## src/rtl/gray_wptr_gen_if.sv

```systemverilog
// rtl/gray_wptr_gen_if.sv - request/status bundle for gray_wptr_gen; almost_full present only with GRAY_WPTR_ALMOST_FULL_EN
interface gray_wptr_gen_if #(
  parameter int ADDR_WIDTH = 4
);
  logic                  clr;
  logic                  inc;
  logic [ADDR_WIDTH:0]   rptr_gray_sync;
  logic [ADDR_WIDTH-1:0] waddr;
  logic [ADDR_WIDTH:0]   wptr_gray;
  logic                  full;
`ifdef GRAY_WPTR_ALMOST_FULL_EN
  logic                  almost_full;

  modport master (output clr, inc, rptr_gray_sync, input waddr, wptr_gray, full, almost_full);
  modport slave  (input clr, inc, rptr_gray_sync, output waddr, wptr_gray, full, almost_full);
`else
  modport master (output clr, inc, rptr_gray_sync, input waddr, wptr_gray, full);
  modport slave  (input clr, inc, rptr_gray_sync, output waddr, wptr_gray, full);
`endif
endinterface

```

## src/rtl/gray_wptr_gen.sv

```systemverilog
// rtl/gray_wptr_gen.sv - write-domain binary/Gray pointer with registered full flag
// Optional almost_full output enabled by defining GRAY_WPTR_ALMOST_FULL_EN.
module gray_wptr_gen #(
  parameter int ADDR_WIDTH = 4
`ifdef GRAY_WPTR_ALMOST_FULL_EN
  , parameter int AF_THRESH = 2**ADDR_WIDTH - 2
`endif
) (
  input  logic           clk,
  input  logic           rst_n,
  gray_wptr_gen_if.slave wp
);

  localparam int PW = ADDR_WIDTH + 1;

  logic [PW-1:0] r_wbin;
  logic [PW-1:0] r_wptr_gray;
  logic          r_full;

  logic          w_inc_eff;
  logic [PW-1:0] w_wbin_next;
  logic [PW-1:0] w_gray_next;
  logic [PW-1:0] w_full_gray;

  assign w_inc_eff   = wp.inc & ~r_full;
  assign w_wbin_next = wp.clr ? '0 : r_wbin + {{ADDR_WIDTH{1'b0}}, w_inc_eff};
  assign w_gray_next = w_wbin_next ^ (w_wbin_next >> 1);
  // Full when the write pointer is one lap ahead: top two Gray bits inverted, rest equal.
  assign w_full_gray = {~wp.rptr_gray_sync[PW-1:PW-2], wp.rptr_gray_sync[PW-3:0]};

  always_ff @(posedge clk or negedge rst_n) begin
    if (!rst_n) begin
      r_wbin      <= '0;
      r_wptr_gray <= '0;
      r_full      <= 1'b0;
    end else begin
      r_wbin      <= w_wbin_next;
      r_wptr_gray <= w_gray_next;
      r_full      <= (w_gray_next == w_full_gray);
    end
  end

  assign wp.waddr     = r_wbin[ADDR_WIDTH-1:0];
  assign wp.wptr_gray = r_wptr_gray;
  assign wp.full      = r_full;

`ifdef GRAY_WPTR_ALMOST_FULL_EN
  localparam logic [PW:0] AF_T = (PW+1)'(AF_THRESH);

  logic [PW-1:0] w_rbin;
  logic [PW-1:0] w_level_next;
  logic          r_almost_full;

  always_comb begin
    w_rbin = '0;
    for (int i = 0; i < PW; i++) begin
      w_rbin[i] = ^(wp.rptr_gray_sync >> i);
    end
  end

  assign w_level_next = w_wbin_next - w_rbin;

  always_ff @(posedge clk or negedge rst_n) begin
    if (!rst_n) begin
      r_almost_full <= 1'b0;
    end else begin
      r_almost_full <= ~wp.clr & ({1'b0, w_level_next} >= AF_T);
    end
  end

  assign wp.almost_full = r_almost_full;
`endif

endmodule

```

## src/flat_wrapper.sv

```systemverilog
// flat-port wrapper written by rule: the top's interface ports become plain ports
module gray_wptr_gen_flat 
#(
  parameter int ADDR_WIDTH = 4

)
  (clk, rst_n, wp_clr, wp_inc, wp_rptr_gray_sync, wp_waddr, wp_wptr_gray, wp_full);
  gray_wptr_gen_if #(.ADDR_WIDTH(ADDR_WIDTH)) wp_i ();
  input  logic clk;
  input  logic rst_n;
  input wire logic [$bits(wp_i.clr)-1:0] wp_clr;
  input wire logic [$bits(wp_i.inc)-1:0] wp_inc;
  input wire logic [$bits(wp_i.rptr_gray_sync)-1:0] wp_rptr_gray_sync;
  output wire logic [$bits(wp_i.waddr)-1:0] wp_waddr;
  output wire logic [$bits(wp_i.wptr_gray)-1:0] wp_wptr_gray;
  output wire logic [$bits(wp_i.full)-1:0] wp_full;
  assign wp_i.clr = wp_clr;
  assign wp_i.inc = wp_inc;
  assign wp_i.rptr_gray_sync = wp_rptr_gray_sync;
  assign wp_waddr = wp_i.waddr;
  assign wp_wptr_gray = wp_i.wptr_gray;
  assign wp_full = wp_i.full;
  gray_wptr_gen #(.ADDR_WIDTH(ADDR_WIDTH)) u_core (.clk(clk), .rst_n(rst_n), .wp(wp_i));
endmodule
```

## config.mk

```make
export PLATFORM = sky130hd
export DESIGN_NAME = gray_wptr_gen_flat
export DESIGN_NICKNAME = d
export VERILOG_FILES = /design/src/rtl/gray_wptr_gen_if.sv /design/src/rtl/gray_wptr_gen.sv /design/src/flat_wrapper.sv
export SDC_FILE = /design/constraint.sdc
export NUM_CORES = 1
export LEC_CHECK = 0
export BUFFER_PORTS_ARGS = -buffer_cell sky130_fd_sc_hd__buf_4
export CAP_MARGIN = 20
export CORE_ASPECT_RATIO = 0.7
export CORE_MARGIN = 2
export CORE_UTILIZATION = 30
export DETAILED_ROUTE_END_ITERATION = 8
export GPL_TIMING_DRIVEN = 0
export PLACE_DENSITY = 0.56
export SLEW_MARGIN = 15
export SYNTH_ARGS = -nofsm -noshare
export SYNTH_HDL_FRONTEND = slang
export SYNTH_SLANG_ARGS = --single-unit
```

## constraint.sdc

```tcl
create_clock -name clk -period 4.3 [get_ports clk]
set_input_delay 0.645 -clock clk [delete_from_list [all_inputs] [get_ports clk]]
set_output_delay 0.645 -clock clk [all_outputs]
set_load 0.05 [all_outputs]
```

==> summary.md <==
| Metric | Value |
|---|---|
| Cell taking the most area after synthesis | dfrtp_1 |
| Crit path buf inv count | 1 |
| Worst-Margin Slew | 0.413 ns |
| Area of the mapped netlist | 578 um^2 |
| Final Hold Viols | 0 |
| Cell mode on critical path | ha_1 |
| Final nets | 90 |
| Core Footprint | 1840 um^2 |
| Cts hold-fix bufs | 0 |
| CTS tree | yes |
| Max Cap Violations | 0 |
| Max Slew Vio Count | 0 |
| Final WL | 1.22 mm |
| Fin Setup TNS | 0 ns |
| Post-CTS setup buffer count | 0 |
| DIE WIDTH | 56.5 um |
| Antenna violations before repair | 0 |
| Vias in the first global route | 434 |
| Startpoint Class | primary input |
| Max Freq | 452 MHz |
| Worst Setup SP | wp_inc |
| Filler cells | 197 |
| DR iter-0 viols | 9 |
| Synthesized area per cell | 10.3 um^2 |
| Register clock-pin slew on the reported worst setup and hold paths | 0.07 ns |
| Number of diodes | 0 |
| Placed wire-length estimate | 955 um |
| WP data arrival | 2.41 ns |
| Power Density | 321 nW/um^2 |
| Sequential share of the synthesized area | 43.3% |
| Hold Crit Class | primary input to asynchronous set/reset pin |
| Slowest stage delay, CP | 0.33 ns |
| Row cnt | 13 |
| Starting Density | 31.4% |
| Skew final | 0.000970 ns |
| DR pass1 iterations | 4 |
| #FFs+latches synth | 10 |
| Worst skew pair latency | 0.26 ns |
| Synthesized net count | 67 |
| Ports | 19 |
| Largest net degree at the start of global routing | 11 |
| GRT Overall Usage | 12.3% |
| Final worst path period share | 51.4% |
| DIE HEIGHT | 40.7 um |
| Die area | 2300 um^2 |
| Unrepaired setup endpoints after global routing | no |
| Htree depth | 1 |
| Worst path required time | 4.50 ns |
| Port bufs | 18 |
| Top cell type's share of synthesized area | 43.3% |
| Crit. End Element | flop |
| Worst r2r src | u_core.wp.full$_DFF_PN0_ |
| Synth top area cells | dfrtp_1 43%, xnor2_1 9.1%, xor2_1 4.5%, ha_1 4.3%, nor2b_1 4.3% |
| Cells along the critical path | buf_4 -> nor2b_1 -> ha_1 -> ha_1 -> xor2_1 -> and3_1 -> nor3_1 -> xnor2_1 -> o2111a_1 |
| Clk sinks | 10 |
| Tot Pwr | 0.000249 W |
| GPL Wtd Cong | 0.709 |
| Synth unique cells | 25 |
| Vias | 469 |
| Final global-route overflow total | 0 |
| Warnings from Yosys | 0 |
| LEAKAGE | 0.381 nW |
| Run status | finished clean |
| CP max FO | 5 |
| Root Buffer | clkbuf_4 |
| Worst setup path category | primary input to flop |
| CP delay by family, top | simple AND/OR/NAND/NOR gates |
| Vias per Instance | 4.69 |
| Critical path's slowest cell | nor3_1 |
| Max clock buf depth | 2 |
| Final setup fails | 0 |
| Area growth from synthesis to layout | 34.4% |
| WL per Instance | 12.2 um |
| Layout cell share with drive strength beyond 1 | 32.1% |
| # resized after CTS | 0 |
| DRT antenna net count | 0 |
| Worst slew margin | 72.2% |
| First-pass GRT wire length | 1.99 mm |
| Syn Inst Count | 56 |
| VDD IR max | 0.000161 V |
| Post-route DRC | 0 |
| TritonCTS Buffers | 3 |
| Fin crit period | 2.21 ns |
## synth_stat cells
| cell | n |
|---|---|
| dfrtp_1 | 10 |
| xnor2_1 | 6 |
| nor2_1 | 5 |
| nor2b_1 | 4 |
| o21ai_0 | 3 |
| xor2_1 | 3 |
| a21oi_1 | 2 |
| ha_1 | 2 |
| mux2i_1 | 2 |
| nand2_1 | 2 |
| nand3_1 | 2 |
| nor3_1 | 2 |
| a2111o_1 | 1 |
| a21o_1 | 1 |
| a32o_1 | 1 |
| and3_1 | 1 |
| buf_6 | 1 |
| inv_1 | 1 |
| nor3b_1 | 1 |
| nor4b_1 | 1 |
| o2111a_1 | 1 |
| o221ai_1 | 1 |
| or2_1 | 1 |
| or2_2 | 1 |
| or3b_2 | 1 |
## registers in the layout, indices dropped and copies added, names as in the netlist
| signal | cells |
|---|---|
| u_core.wp.full | 1 |
| u_core.wp.wptr_gray | 4 |
| u_core.r_wbin | 5 |
## cell usage in the layout (no fill, tap or decap)
cell type   n
buf_4      18
dfrtp_1    10
xnor2_1     6
nor2_1      5
nor2b_1     4
xor2_1      3
o21ai_0     3
clkbuf_4    3
nand3_1     2
nand2_1     2
mux2i_1     2
a21oi_1     2
nor3_1      2
ha_1        2
buf_6       1
or2_1       1
inv_1       1
and3_1      1
a21o_1      1
nor4b_1     1
nor3b_1     1
a32o_1      1
or2_2       1
or3b_2      1
a2111o_1    1
o221ai_1    1
o2111a_1    1
clkbuf_8    1
## per-layer routing
layer | track usage, % | share of wire [%] | wire length, um
met3 | 6.62 | 8.8 | 107
met4 | 1.79 | 0 | 0
met1 | 15.7 | 51 | 620
met2 | 18.9 | 40 | 493
met5 | 0 | 0 | 0
## final timing paths
check                                                   end  cells after the start  slack (ns)
setup / recovery                   u_core.wp.full$_DFF_PN0_                      9        2.09
hold / removal             u_core.wp.wptr_gray[3]$_DFF_PN0_                      1        0.20
setup reg to reg                   u_core.wp.full$_DFF_PN0_                      8        2.19
hold reg to reg                  u_core.r_wbin[0]$_DFF_PN0_                      2        0.69
max in group asynchronous        u_core.r_wbin[4]$_DFF_PN0_                      1        3.96
min in group clk                 u_core.r_wbin[1]$_DFF_PN0_                      2        0.58
## logic make-up after synthesis
group                    synth area share [%]
AO/OA/AOI/OAI                            12.8
buffers and inverters                    2.60
multiplexers                             3.46
adder cells (fa/ha/maj)                  4.33
AND/OR/NAND/NOR                          19.9
flip-flops                               43.3
XOR/XNOR                                 13.6
## where the power goes
part | internal (W) | leakage [nW] | total (W) | switching, W
registers | 0.0000993 | 0.137 | 0.000103 | 0.00000329
clock network | 0.0000513 | 0.0210 | 0.0000842 | 0.0000329
logic | 0.0000244 | 0.223 | 0.0000624 | 0.0000380
total | 0.000175 | 0.381 | 0.000249 | 0.0000742
## stage by stage
stage	instance area, um^2	util (%)	setup WS, ns	cells	hold WS (ns)
floorplan	578	-	2.06	56	0.349
global placement	741	40.3	1.80	96	0.480
detailed placement	741	40.3	1.79	96	0.486
CTS	777	42.3	2.06	100	0.199
global route	777	42.3	1.93	100	0.190
finish	777	42.3	2.09	100	0.200
## final cells by class
class                      instances  area (um^2)  area share, %
inverter                           1         3.75          0.483
timing repair buffer              18          135           17.4
clock buffer                       4         36.3           4.67
sequential                        10          250           32.2
tap                               22         27.5           3.54
buffer                             1         11.3           1.45
multi-input combinational         44          313           40.3
Note: power is estimated with default switching activity, not from simulation.
